===== src/rtl/cnt_pkg.sv =====
// ---------------------------------------------------------------------------
// cnt_pkg
// Shared definitions for the pipelined segmented adder:
//   num_stages()  - number of carry-chain segments (one register stage each)
//   CSEL_*        - encoding of the stage-0 carry select (driven by 'sub')
//   F_* / CTRL_W  - bit layout of the per-stage control word
//   full_add()    - the one-bit full-adder cell the segments are built from
// ---------------------------------------------------------------------------
package cnt_pkg;

   // Number of SEG-bit segments an N-bit operand splits into.
   function automatic int num_stages(input int n, input int seg);
      return n / seg;
   endfunction

   // Stage-0 carry select: external cin for add, forced 1 for subtract.
   localparam logic CSEL_EXT = 1'b0;
   localparam logic CSEL_SUB = 1'b1;

   // Control word held in every stage register next to the data fields.
   // CTOP is the carry into the most recent segment's top bit; once the
   // last segment has been added it is the carry into bit N-1.
   localparam int F_VALID = 0;
   localparam int F_CARRY = 1;
   localparam int F_CTOP  = 2;
   localparam int F_SUB   = 3;
   localparam int CTRL_W  = 4;

   // One-bit full adder, returned as {carry_out, sum}.
   function automatic logic [1:0] full_add(input logic x, input logic y, input logic ci);
      return {(x & y) | (x & ci) | (y & ci), x ^ y ^ ci};
   endfunction

endpackage


===== src/rtl/cnt_pipe_seg.sv =====
// ---------------------------------------------------------------------------
// cnt_pipe_seg
// Purely combinational SEG-bit ripple-carry segment.
// Ports:
//   a, b   [SEG-1:0] in  : operand slices (b already inverted for subtract)
//   ci               in  : carry into bit 0 of the segment
//   sum    [SEG-1:0] out : segment sum
//   co               out : carry out of the segment's top bit
//   c_top            out : carry into the segment's top bit (for overflow)
// ---------------------------------------------------------------------------
module cnt_pipe_seg
   import cnt_pkg::*;
#(
   parameter int SEG = 4
) (
   input  logic [SEG-1:0] a,
   input  logic [SEG-1:0] b,
   input  logic           ci,
   output logic [SEG-1:0] sum,
   output logic           co,
   output logic           c_top
);

   // Ripple the carry through SEG full-adder cells, remembering the carry
   // that enters the top bit so overflow can be formed later.
   always_comb begin
      logic       carry;
      logic [1:0] fa;
      carry = ci;
      fa    = '0;
      sum   = '0;
      c_top = ci;
      for (int i = 0; i < SEG; i++) begin
         if (i == SEG - 1) begin
            c_top = carry;
         end
         fa     = full_add(a[i], b[i], carry);
         sum[i] = fa[0];
         carry  = fa[1];
      end
      co = carry;
   end

endmodule


===== src/rtl/cnt_pipe_adder.sv =====
// ---------------------------------------------------------------------------
// cnt_pipe_adder
// Pipelined N-bit add/subtract, one SEG-bit carry segment per register stage,
// one operation per cycle under valid/ready with full backpressure.
// Ports:
//   clk, rst_n        : rising-edge clock, synchronous active-low reset
//   in_valid/in_ready : input handshake (in_ready never depends on in_valid)
//   a, b [N-1:0]      : operands
//   cin               : carry in (ignored when sub=1)
//   sub               : 0 -> a+b+cin, 1 -> a-b
//   out_valid/out_ready : output handshake
//   s [N-1:0]         : sum/difference modulo 2^N
//   cout              : carry out of bit N-1 (1 = no borrow when subtracting)
//   ovf               : two's-complement overflow
// ---------------------------------------------------------------------------
module cnt_pipe_adder
   import cnt_pkg::*;
#(
   parameter int N   = 8,
   parameter int SEG = 4
) (
   input  logic         clk,
   input  logic         rst_n,
   input  logic         in_valid,
   output logic         in_ready,
   input  logic [N-1:0] a,
   input  logic [N-1:0] b,
   input  logic         cin,
   input  logic         sub,
   output logic         out_valid,
   input  logic         out_ready,
   output logic [N-1:0] s,
   output logic         cout,
   output logic         ovf
);

   localparam int STAGES = num_stages(N, SEG);

   if ((N % SEG) != 0 || N < SEG) begin : g_bad_params
      $error("cnt_pipe_adder: N must be a non-zero multiple of SEG");
   end

   logic [STAGES-1:0] vld;
   logic [STAGES-1:0] adv;

   // A stage may load when it is empty or when everything between it and
   // the output can move. Walking down from the output keeps in_ready free
   // of any path from in_valid, and lets an empty stage absorb a bubble
   // even while the output is stalled.
   always_comb begin
      logic run;
      run = out_ready | ~vld[STAGES-1];
      adv = '0;
      for (int k = STAGES - 1; k >= 0; k--) begin
         run    = run | ~vld[k];
         adv[k] = run;
      end
   end

   assign in_ready = adv[0];

   for (genvar k = 0; k < STAGES; k++) begin : g_stage
      logic [N-1:0]      in_res;
      logic [N-1:0]      in_a;
      logic [N-1:0]      in_b;
      logic              in_c;
      logic              in_v;
      logic              in_sub;
      logic [SEG-1:0]    seg_sum;
      logic              seg_co;
      logic              seg_ctop;
      logic [N-1:0]      res_next;
      logic [CTRL_W-1:0] ctrl_next;
      logic [N-1:0]      res_q;
      logic [CTRL_W-1:0] ctrl_q;

      if (k == 0) begin : g_first
         assign in_res = '0;
         assign in_a   = a;
         assign in_b   = sub ? ~b : b;
         assign in_c   = (sub == CSEL_SUB) ? 1'b1 : cin;
         assign in_v   = in_valid;
         assign in_sub = sub;
      end else begin : g_next
         assign in_res = g_stage[k-1].res_q;
         assign in_a   = g_stage[k-1].g_fwd.a_q;
         assign in_b   = g_stage[k-1].g_fwd.b_q;
         assign in_c   = g_stage[k-1].ctrl_q[F_CARRY];
         assign in_v   = g_stage[k-1].ctrl_q[F_VALID];
         assign in_sub = g_stage[k-1].ctrl_q[F_SUB];
      end

      cnt_pipe_seg #(.SEG(SEG)) u_seg (
         .a     (in_a[k*SEG +: SEG]),
         .b     (in_b[k*SEG +: SEG]),
         .ci    (in_c),
         .sum   (seg_sum),
         .co    (seg_co),
         .c_top (seg_ctop)
      );

      // Next contents of this stage: the low result bits computed so far
      // with this segment's sum spliced in, plus the updated control word.
      always_comb begin
         res_next                 = in_res;
         res_next[k*SEG +: SEG]   = seg_sum;
         ctrl_next                = '0;
         ctrl_next[F_VALID]       = 1'b1;
         ctrl_next[F_CARRY]       = seg_co;
         ctrl_next[F_CTOP]        = seg_ctop;
         ctrl_next[F_SUB]         = in_sub;
      end

      // Result and control register. When the stage moves but nothing valid
      // arrives, only the valid bit drops so the data lines stay quiet;
      // when it does not move everything is held.
      always_ff @(posedge clk) begin
         if (!rst_n) begin
            res_q  <= '0;
            ctrl_q <= '0;
         end else if (adv[k]) begin
            if (in_v) begin
               res_q  <= res_next;
               ctrl_q <= ctrl_next;
            end else begin
               ctrl_q[F_VALID] <= 1'b0;
            end
         end
      end

      // Operand bits still to be consumed travel with the op; the last
      // stage has none left, so it carries no operand registers.
      if (k < STAGES - 1) begin : g_fwd
         logic [N-1:0] a_q;
         logic [N-1:0] b_q;

         // Forward the (already inverted for subtract) operands alongside
         // the partial result, under the same load/hold rule.
         always_ff @(posedge clk) begin
            if (!rst_n) begin
               a_q <= '0;
               b_q <= '0;
            end else if (adv[k] && in_v) begin
               a_q <= in_a;
               b_q <= in_b;
            end
         end
      end

      assign vld[k] = ctrl_q[F_VALID];
   end

   assign out_valid = vld[STAGES-1];
   assign s         = g_stage[STAGES-1].res_q;
   assign cout      = g_stage[STAGES-1].ctrl_q[F_CARRY];
   assign ovf       = g_stage[STAGES-1].ctrl_q[F_CTOP] ^ g_stage[STAGES-1].ctrl_q[F_CARRY];

endmodule

===== config.mk =====
export PLATFORM = sky130hd
export DESIGN_NAME = cnt_pipe_adder
export DESIGN_NICKNAME = d
export VERILOG_FILES = /design/src/rtl/cnt_pkg.sv /design/src/rtl/cnt_pipe_seg.sv /design/src/rtl/cnt_pipe_adder.sv
export SDC_FILE = /design/constraint.sdc
export NUM_CORES = 1
export LEC_CHECK = 0
export ABC_CLOCK_PERIOD_IN_PS = 2590
export BUFFER_PORTS_ARGS = -buffer_cell sky130_fd_sc_hd__buf_4
export CORE_AREA = 2 2 54 56
export CTS_BUF_LIST = sky130_fd_sc_hd__clkbuf_4
export DETAILED_ROUTE_END_ITERATION = 6
export DIE_AREA = 0 0 56 58
export HOLD_SLACK_MARGIN = 0.08
export PLACE_DENSITY = 0.74
export SETUP_SLACK_MARGIN = 0.3
export SYNTH_ARGS = -nofsm -noshare
export SYNTH_HDL_FRONTEND = slang
export SYNTH_SLANG_ARGS = --single-unit

===== constraint.sdc =====
create_clock -name clk -period 2.59 [get_ports clk]
set_input_delay 0 -clock clk [delete_from_list [all_inputs] [get_ports clk]]
set_output_delay 0 -clock clk [all_outputs]
set_load 0.02 [all_outputs]

==> flow_metrics.py <==
metrics = {
    "run_status": {
        "outcome": "finished clean",
    },
    "critical_path": {
        "rrSetupSlack_ps": 470,
        "crit_type": "reg -> reg",
        "r2r-start": "g_stage[0].g_fwd.a_q[4]",
        "cp-end-kind": "flip-flop",
        "crit_arrival_ps": 2380,
        "crit_end": "s[7]",
        "r2r_end": "s[7]",
        "startpoint_type": "flip-flop",
        "crit_chain": "inv_1 > fa_1 > inv_1 > fa_1 > fa_2 > inv_1 > fa_1 > a211oi_2",
        "critPathSlowestCell": "fa_1",
        "critical_path.startpoint": "g_stage[0].g_fwd.a_q[4]",
        "crit_fanout": 2,
        "timing.critical_path.slowest_cell_delay_ps": 420,
        "r2r_cells": 8,
        "crit_required_ps": 2840,
    },
    "place": {
        "io_buffer_count": 33,
        "place_hpwl_mm": 1.81,
        "dpl-instance-area_um2": 1510,
        "place.gp.congestion": 0.710,
        "post-place-ws_ps": 426,
    },
    "logic_synthesis": {
        "avgSynthCellArea_um2": 9.62,
        "ys_warn_count": 0,
        "ys_ff_latch": 25,
        "syn_nets": 162,
        "syn_area_um2": 1270,
        "synth_cells": 132,
        "ys_seq_area_share_pct": 39.4,
        "ys_types": 24,
    },
    "hold_path": {
        "hp-class": "in -> reg",
        "holdCritStartpoint": "a[0]",
    },
    "finish": {
        "diodes": 0,
        "fillers": 238,
        "design_area_um2": 1730,
        "multi_input_area_um2": 673,
        "seq_area_um2": 500,
        "drive_gt1_share_pct": 25.0,
        "nNetsFinal": 211,
        "synthToLayoutAreaGrowth_pct": 36.5,
    },
    "routing": {
        "wl_per_cell_um": 12.1,
        "viasPerCell": 5.00,
        "vias": 1055,
        "post-route-drc-count": 0,
        "ant_nets": 0,
        "first_pass_iters": 4,
        "routed_wl_mm": 2.55,
        "drt_first_iter_violations": 18,
    },
    "floorplan": {
        "ioPinCount": 34,
        "die_x_um": 56,
        "rows": 19,
        "fp.dieH_um": 58,
        "initial_utilization_pct": 47.7,
        "coreArea_um2": 2660,
        "dieArea_um2": 3250,
    },
    "timing": {
        "timing_hold_violations_final": 0,
        "tightest_slew_ps": 544,
        "relSlewSlack_pct": 63.7,
        "fin_crit_sh_pct": 81.9,
        "layout_setup_ws_ps": 468,
        "skew_ps": 9.67,
        "maxSlewViolCount": 0,
        "period_minus_slack_ps": 2120,
        "fin_hold_ws_ps": 110,
        "setup_viol": 0,
        "rsz0062_at_grt": "no",
        "timing.setup.tns_ps": 0,
        "fmax_mhz": 471,
    },
    "power": {
        "power.total_mw": 0.804,
        "leakage_nw": 0.755,
        "powerDensity_nw_per_um2": 464,
        "vdd_ir_drop_max_v": 0.000302,
    },
    "cts": {
        "cts.repair_timing.setup_buffer_count": 0,
        "cts_made_buffers": 3,
        "clockBufferDepth": 2,
        "cts_root_buffer": "clkbuf_4",
        "cts_tree": "yes",
        "htreeDepth": 1,
        "worstSkewPairLatency_ps": 320,
        "clk_pin_slew_ps": 140,
        "cts.sinks": 25,
    },
    "grt": {
        "grt_start_max_net_pins": 20,
        "grt_antenna_before_repair": 0,
        "grt.overflow.total": 0,
        "grt_util_all_layers_pct": 16.6,
        "grt_pass1_wl_mm": 4.33,
        "first_global_vias": 1017,
    },
    "flow_run": {
        "cap_violations": 0,
    },
}
layout by cell type, fill, tap and decap left out, types with 3 or more instances in the layout:
cell type,n
nand2_1,14
a21oi_1,14
clkbuf_4,3
mux2i_1,7
a211oi_1,3
dlygate4sd3_1,19
buf_4,33
fa_1,7
nand3_1,9
xnor2_1,4
dfxtp_1,25
o21ai_0,7
xor2_1,5
inv_1,14
sequential cells by signal, indices dropped and copies added, names as in the netlist:
register,flops
g_stage.ctrl_q,5
g_stage.g_fwd.a_q,4
g_stage.g_fwd.b_q,4
g_stage.res_q,4
s,8
worst max-delay path, delay by kind of cell (launching register included):
family / cells / cell delay [ps]
AO/OA/AOI/OAI: 1 / 170
flip-flops: 1 / 340
adder cells (fa/ha/maj): 4 / 1340
buffers and inverters: 3 / 210
metal layers:
layer / part of all wire, % / vias to the layer above / GRT usage, % / routed length (µm)
met3: 6.1 / 0 / 3.35 / 154
met2: 47 / 34 / 29.7 / 1200
met5: 0 / - / 0 / 0
li1: - / 534 / - / -
met4: 0 / 0 / 4.08 / 0
met1: 47 / 487 / 20.6 / 1190
synth_stat cells:
library cell,count,area [µm²]
nand3_1,9,45.0
inv_1,14,52.6
a21oi_1,14,70.1
nand4_1,2,12.5
nor2b_4,1,13.8
dfxtp_1,25,500
buf_2,5,25.0
xnor2_1,4,35.0
a211oi_2,1,12.5
a211oi_1,4,30.0
xor2_1,5,43.8
buf_6,2,22.5
a21oi_4,1,16.3
nand2_1,14,52.6
or2_2,1,6.26
o31ai_2,2,25.0
o211a_1,2,20.0
mux2i_1,7,70.1
clkbuf_1,1,3.75
nor2_1,1,3.75
nand2b_1,1,6.26
nand3b_1,1,7.51
fa_1,8,160
o21ai_0,7,35.0
cells by family (layout without fill, tap and decap cells):
family / after synthesis / in the layout / share of synthesized area (%)
flops: 25 / 25 / 39.4
mux: 7 / 7 / 5.52
compound gates: 31 / 31 / 16.5
buf+inv: 22 / 70 / 8.18
simple gates: 30 / 30 / 11.6
xor+xnor: 9 / 9 / 6.21
fa+ha+maj: 8 / 8 / 12.6
worst min path at each step:
| stage | endpoint | slack, ps | cells after the start |
|---|---|---|---|
| 6_report | g_stage[0].res_q[0] | 110 | 4 |
| 4_1_cts | g_stage[0].res_q[0] | 100 | 4 |
| 5_1_grt | g_stage[0].res_q[1] | 100 | 4 |
| 2_1_floorplan | g_stage[0].g_fwd.a_q[4] | 140 | 2 |
| 3_5_place_dp | g_stage[0].g_fwd.a_q[7] | 270 | 3 |
| 3_3_place_gp | g_stage[0].g_fwd.a_q[7] | 260 | 3 |
repair_timing:
action / 4_1_cts / 5_1_grt
resized for setup: 0 / 2
endpoints found under the setup margin: 0 / 1
hold buffers: 19 / 0
hold endpoints to repair: 19 / 0
layout make-up:
type | count | area share (%)
clock buffer | 3 | 1.30
clock inverter | 1 | 0.433
inverter | 14 | 3.03
multi-input combinational | 85 | 38.8
sequential | 25 | 28.9
tap | 31 | 2.24
timing repair buffer | 52 | 25.3
power by group:
group | switching, mW | internal, mW | total [mW]
clock | 0.117 | 0.0589 | 0.176
combinational | 0.0934 | 0.103 | 0.196
sequential | 0.0194 | 0.413 | 0.432
total | 0.229 | 0.575 | 0.804
stage by stage:
step	cells	util [%]
5_1_grt	211	65.1
2_1_floorplan	132	-
3_5_place_dp	188	56.5
3_3_place_gp	188	56.5
4_1_cts	211	64.8
6_report	211	65.1
No activity file was read; power rests on OpenSTA's default activity.
